--- config.mk ---
export PLATFORM = sky130hd
export DESIGN_NAME = adc_rand_source
export DESIGN_NICKNAME = d
export VERILOG_FILES = /design/src/rtl/adc_rand_source.sv
export SDC_FILE = /design/constraint.sdc
export NUM_CORES = 1
export LEC_CHECK = 0
export ABC_AREA = 1
export CORE_MARGIN = 1
export CORE_UTILIZATION = 60
export DETAILED_ROUTE_END_ITERATION = 12
export PLACE_DENSITY_LB_ADDON = 0.05
export SLEW_MARGIN = 20
export SYNTH_ARGS = -nofsm -noshare
export SYNTH_HDL_FRONTEND = slang
export SYNTH_SLANG_ARGS = --single-unit
export TNS_END_PERCENT = 100
--- constraint.sdc ---
create_clock -name clka -period 4.74 [get_ports clka]
set_clock_uncertainty 0.1 [all_clocks]
set_input_delay 0.474 -clock clka [delete_from_list [all_inputs] [get_ports clka]]
set_output_delay 0.474 -clock clka [all_outputs]
set_load 0.005 [all_outputs]
--- src/rtl/adc_rand_source.sv ---
// Synthetic ADC sample source: constant / ramp / PN16 / alternating samples at a programmable
// rate, with optional LSB-keyed randomizer encoding. Define ADC_SRC_OVR_EN to build the overrange flag.
module adc_rand_source #(
  parameter logic [15:0] LFSR_SEED = 16'hACE1
) (
  input  logic        clka,
  input  logic        local_reset_n,
  input  logic        enable,
  input  logic [1:0]  mode,
  input  logic        rand_en,
  input  logic [15:0] const_i,
  input  logic [15:0] step_i,
  input  logic [7:0]  rate_div,
  output logic [15:0] ADC_o,
  output logic        ADC_rand_o,
  output logic        ADC_valid_o,
  output logic        ADC_ovr_o,
  output logic [31:0] sample_cnt_o
);

  // An all-zero seed would lock the LFSR, so substitute 1.
  localparam logic [15:0] SEED = (LFSR_SEED == 16'h0000) ? 16'h0001 : LFSR_SEED;

  typedef enum logic {IDLE, RUN} state_t;

  state_t      state;
  logic [7:0]  div_cnt;
  logic [15:0] acc;
  logic [15:0] lfsr;
  logic        toggle;
  logic [15:0] raw;
  logic [15:0] lfsr_nxt;
  logic        sample_edge;

  assign lfsr_nxt    = (lfsr >> 1) ^ (lfsr[0] ? 16'hB400 : 16'h0000);
  assign sample_edge = (state == RUN) && enable && (div_cnt == rate_div);

  always_comb begin
    raw = const_i;
    case (mode)
      2'd1:    raw = acc;
      2'd2:    raw = lfsr;
      2'd3:    raw = toggle ? (16'd0 - const_i) : const_i;
      default: raw = const_i;
    endcase
  end

  always_ff @(posedge clka or negedge local_reset_n) begin
    if (!local_reset_n) begin
      state        <= IDLE;
      div_cnt      <= 8'd0;
      acc          <= 16'd0;
      lfsr         <= SEED;
      toggle       <= 1'b0;
      ADC_o        <= 16'd0;
      ADC_rand_o   <= 1'b0;
      ADC_valid_o  <= 1'b0;
      sample_cnt_o <= 32'd0;
    end else begin
      ADC_valid_o <= 1'b0;
      case (state)
        IDLE: begin
          if (enable) begin
            state        <= RUN;
            div_cnt      <= 8'd0;
            acc          <= 16'd0;
            lfsr         <= SEED;
            toggle       <= 1'b0;
            sample_cnt_o <= 32'd0;
          end
        end
        RUN: begin
          if (!enable) begin
            state <= IDLE;
          end else if (sample_edge) begin
            div_cnt      <= 8'd0;
            ADC_o        <= (rand_en && raw[0]) ? (raw ^ 16'hFFFE) : raw;
            ADC_rand_o   <= rand_en;
            ADC_valid_o  <= 1'b1;
            sample_cnt_o <= sample_cnt_o + 32'd1;
            // Only the selected generator advances; the others keep their state.
            case (mode)
              2'd1:    acc    <= acc + step_i;
              2'd2:    lfsr   <= lfsr_nxt;
              2'd3:    toggle <= ~toggle;
              default: ;
            endcase
          end else begin
            // Free-running 8-bit wrap covers a rate_div lowered below the current count.
            div_cnt <= div_cnt + 8'd1;
          end
        end
        default: state <= IDLE;
      endcase
    end
  end

`ifdef ADC_SRC_OVR_EN
  always_ff @(posedge clka or negedge local_reset_n) begin
    if (!local_reset_n)
      ADC_ovr_o <= 1'b0;
    else if (sample_edge)
      ADC_ovr_o <= (raw == 16'h7FFF) || (raw == 16'h8000);
  end
`else
  assign ADC_ovr_o = 1'b0;
`endif

endmodule
==> metrics.csv <==
stage;metric;value;unit
sta;count of final hold-check violations;0;
finish;layout cells sized above 1;5.97;%
hold_path;worst min path class;input port to asynchronous set/reset pin;
sta;RSZ-0062 raised after global routing;no;
global_route;grt total ovfl;0;
detailed_routing;met3 WL post-DR;876;um
finish;multi-input logic area;3630;um2
finish;area delta synth->final;18.4;%
finish;most frequent cells in the layout;nand2_1, nand3_1, clkdlybuf4s50_1;
global_route;antenna violations before repair;0;
synthesis;Mean Syn Cell Area;6.95;um2
die;row cnt;37;
cts;TritonCTS clock tree;done;
finish;Layout Utilization;73.4;%
synthesis;Synth Warn #;0;
detailed_routing;met2 WL;7870;um
cts;Hold Buf Count CTS;0;
setup_path;arrival time worst endpoint;3.26;ns
cts;clock slew seen by the registers of the worst setup and hold paths;0.10;ns
synthesis;Seq cells post-synth;92;
cts;postcts setup bufs;0;
finish;most common cell after layout, fill and taps aside;nand2_1;
setup_path;CP max FO;35;
power_and_ir_drop;Int Pwr;1.27;mW
setup_path;Crit. End Element;register;
synthesis;Yosys cell types;48;
detailed_routing;Initial DRC Count;403;
power_and_ir_drop;Gate power share;20.4;%
cts;clock latency at the later pin of the worst-skew pair;0.37;ns
power_and_ir_drop;Leakage;3.39;nW
cts;total CTS buffers;9;
sta;Final Critical Period;3.09;ns
die;die width;105;um
detailed_routing;Pre-antenna DRT Iters;7;
power_and_ir_drop;Flop pwr share;48.6;%
synthesis;sequential area share after synthesis;36.1;%
synthesis;Synth async-reset ratio;100;%
sta;Slew @ Worst Pin;0.772;ns
sta;Final Max Tran Viols;0;
finish;fillcell total;861;
die;core box area;10300;um2
die;io pins;97;
cts;Longest Clk Path Bufs;2;
finish;Antenna Cells;0;
power_and_ir_drop;PnR Total Power;1.83;mW
detailed_routing;met1 wire length;6830;um
cts;post-cts sizing count;0;
detailed_routing;final antenna-violating net count;0;
die;die extent in y;105;um
placement;RD Place Congestion;0.926;
detailed_routing;DRC;0;
global_route;vias in the first global route;5954;
setup_path;Critical Path RT;4.90;ns
synthesis;Post-synth EDFFs;0;
power_and_ir_drop;pwr dens;241;nW/um2
sta;Setup Total Neg Slack;0;ns
detailed_routing;final WL;15900;um
synthesis;commonest register cell after synthesis;dfrtp_1;
finish;Final #Nets;1065;
synthesis;post-synthesis cell count;921;
setup_path;Setup Crit Path Kind;register to register;
job;max-cap violations;0;
synthesis;syn_nets;986;
detailed_routing;Avg Vias per Cell;5.60;
setup_path;Crit Reg-Reg Startpoint;state;
power_and_ir_drop;VDD IR max;152;uV
power_and_ir_drop;Switch Pwr;561;uW
power_and_ir_drop;Clk pwr share;31.0;%
cts;Clock Sinks;92;
placement;DPL Wire Length;11900;um
placement;PortBufs;95;
sta;Final Setup Violations;0;
power_and_ir_drop;Sw Share;30.6;%
outcome;status;finished clean;
finish;Seq. cell area;2310;um2
die;die area;11100;um2
detailed_routing;Highest Signal Layer;met4;
global_route;largest net degree at the start of global routing;61;
sta;relative slew slack;48.6;%
detailed_routing;Vias;6394;
cts;CTS root buffer;clkbuf_8;
cts;H-tree Lvls;3;
sta;FMAX;0.323;GHz
setup_path;CP Launch Type;register;
synthesis;synthesized cell area;6400;um2
detailed_routing;wire length per cell;14.0;um
die;Initial Util;62.0;%
global_route;first-pass GRT wire length;27500;um
global_route;GRT Util Overall;30.8;%
sta;Tcrit/Tclk final;65.3;%
setup_path;CP startpoint;state;
kinds of logic after synthesis:
group / share of synthesized area (%)
mux: 0.156
xor+xnor: 3.69
buf+inv: 7.23
other cells: 0.0586
compound gates: 12.6
fa+ha+maj: 3.83
simple gates: 36.3
flops: 36.1
area by class of cell:
class                           count  share of cell area, %
Clock buffer                       11                   2.00
Clock inverter                      5                  0.776
Inverter                           74                   3.73
Multi-Input combinational cell    724                   47.8
Sequential cell                    92                   30.5
Tap cell                          136                   2.24
Timing Repair Buffer               99                   12.9
path summary, 6_finish.rpt:
kind / end / slack, ns / cells past startpoint
hold reg to reg: ADC_o[10] / 0.39 / 2
max in group asynchronous: lfsr[5] / 3.52 / 2
hold / removal: div_cnt[6] / 0.07 / 1
min in group clka: ADC_o[10] / 0.39 / 2
setup reg to reg: acc[7] / 1.65 / 6
setup / recovery: acc[7] / 1.65 / 6
registers in the layout, indices dropped and copies added, names as in the netlist:
name	cells
ADC_o	16
ADC_rand_o	1
ADC_valid_o	1
acc	16
div_cnt	8
lfsr	16
sample_cnt_o	32
state	1
toggle	1
critical path, cell delays in order, from the launching register on:
cell and delay, ns:
dfrtp_1 0.62, inv_1 0.66, nand2_1 0.58, nand2_4 0.52, nand2_4 0.28, nand2_1 0.15, o21ai_1 0.07
power groups by stage:
stage / sequential [mW] / clock, mW / combinational, mW
2_1_floorplan: 0.888 / 0 / 0.251
3_3_place_gp: 0.902 / 0 / 0.362
3_5_place_dp: 0.902 / 0 / 0.373
4_1_cts: 0.889 / 0.567 / 0.373
5_1_grt: 0.897 / 0.602 / 0.425
6_report: 0.890 / 0.567 / 0.373
synthesized netlist by cell type, types with 4 or more instances:
library cell / instances / area share (%)
a21oi_1: 26 / 2.0
a221oi_1: 4 / 0.55
a31oi_1: 5 / 0.49
buf_2: 9 / 0.70
buf_4: 4 / 0.47
buf_6: 5 / 0.88
clkbuf_1: 12 / 0.70
dfrtp_1: 84 / 33
dfstp_2: 8 / 3.3
ha_1: 18 / 3.5
inv_1: 70 / 4.1
nand2_1: 289 / 17
nand3_1: 96 / 7.5
nand4_1: 14 / 1.4
nor2_1: 93 / 5.5
nor2_4: 4 / 0.70
nor3_1: 15 / 1.2
o211ai_1: 7 / 0.82
o21ai_0: 62 / 4.8
o21ai_1: 14 / 1.1
o21ai_2: 6 / 0.82
o21bai_1: 4 / 0.47
o22ai_1: 11 / 1.1
or2_2: 4 / 0.39
xnor2_1: 4 / 0.55
xor2_1: 23 / 3.1
per-layer routing:
metal  GRT usage [%]  up-vias
met5               0        -
met4            12.0        0
met3            3.59       28
met2            52.3      246
met1            40.1     2919
li1                -     3201
through the flow:
step	cells	cell area (um2)	hold slack, ns	setup WS (ns)
5_1_grt	1141	7580	0.118	1.42
4_1_cts	1141	7580	0.0907	1.68
3_5_place_dp	1125	7370	0.365	1.32
3_3_place_gp	1125	7370	0.366	1.37
2_1_floorplan	921	6400	0.0784	2.84
6_report	1141	7580	0.0657	1.65
No activity file was read; power rests on OpenSTA's default activity.
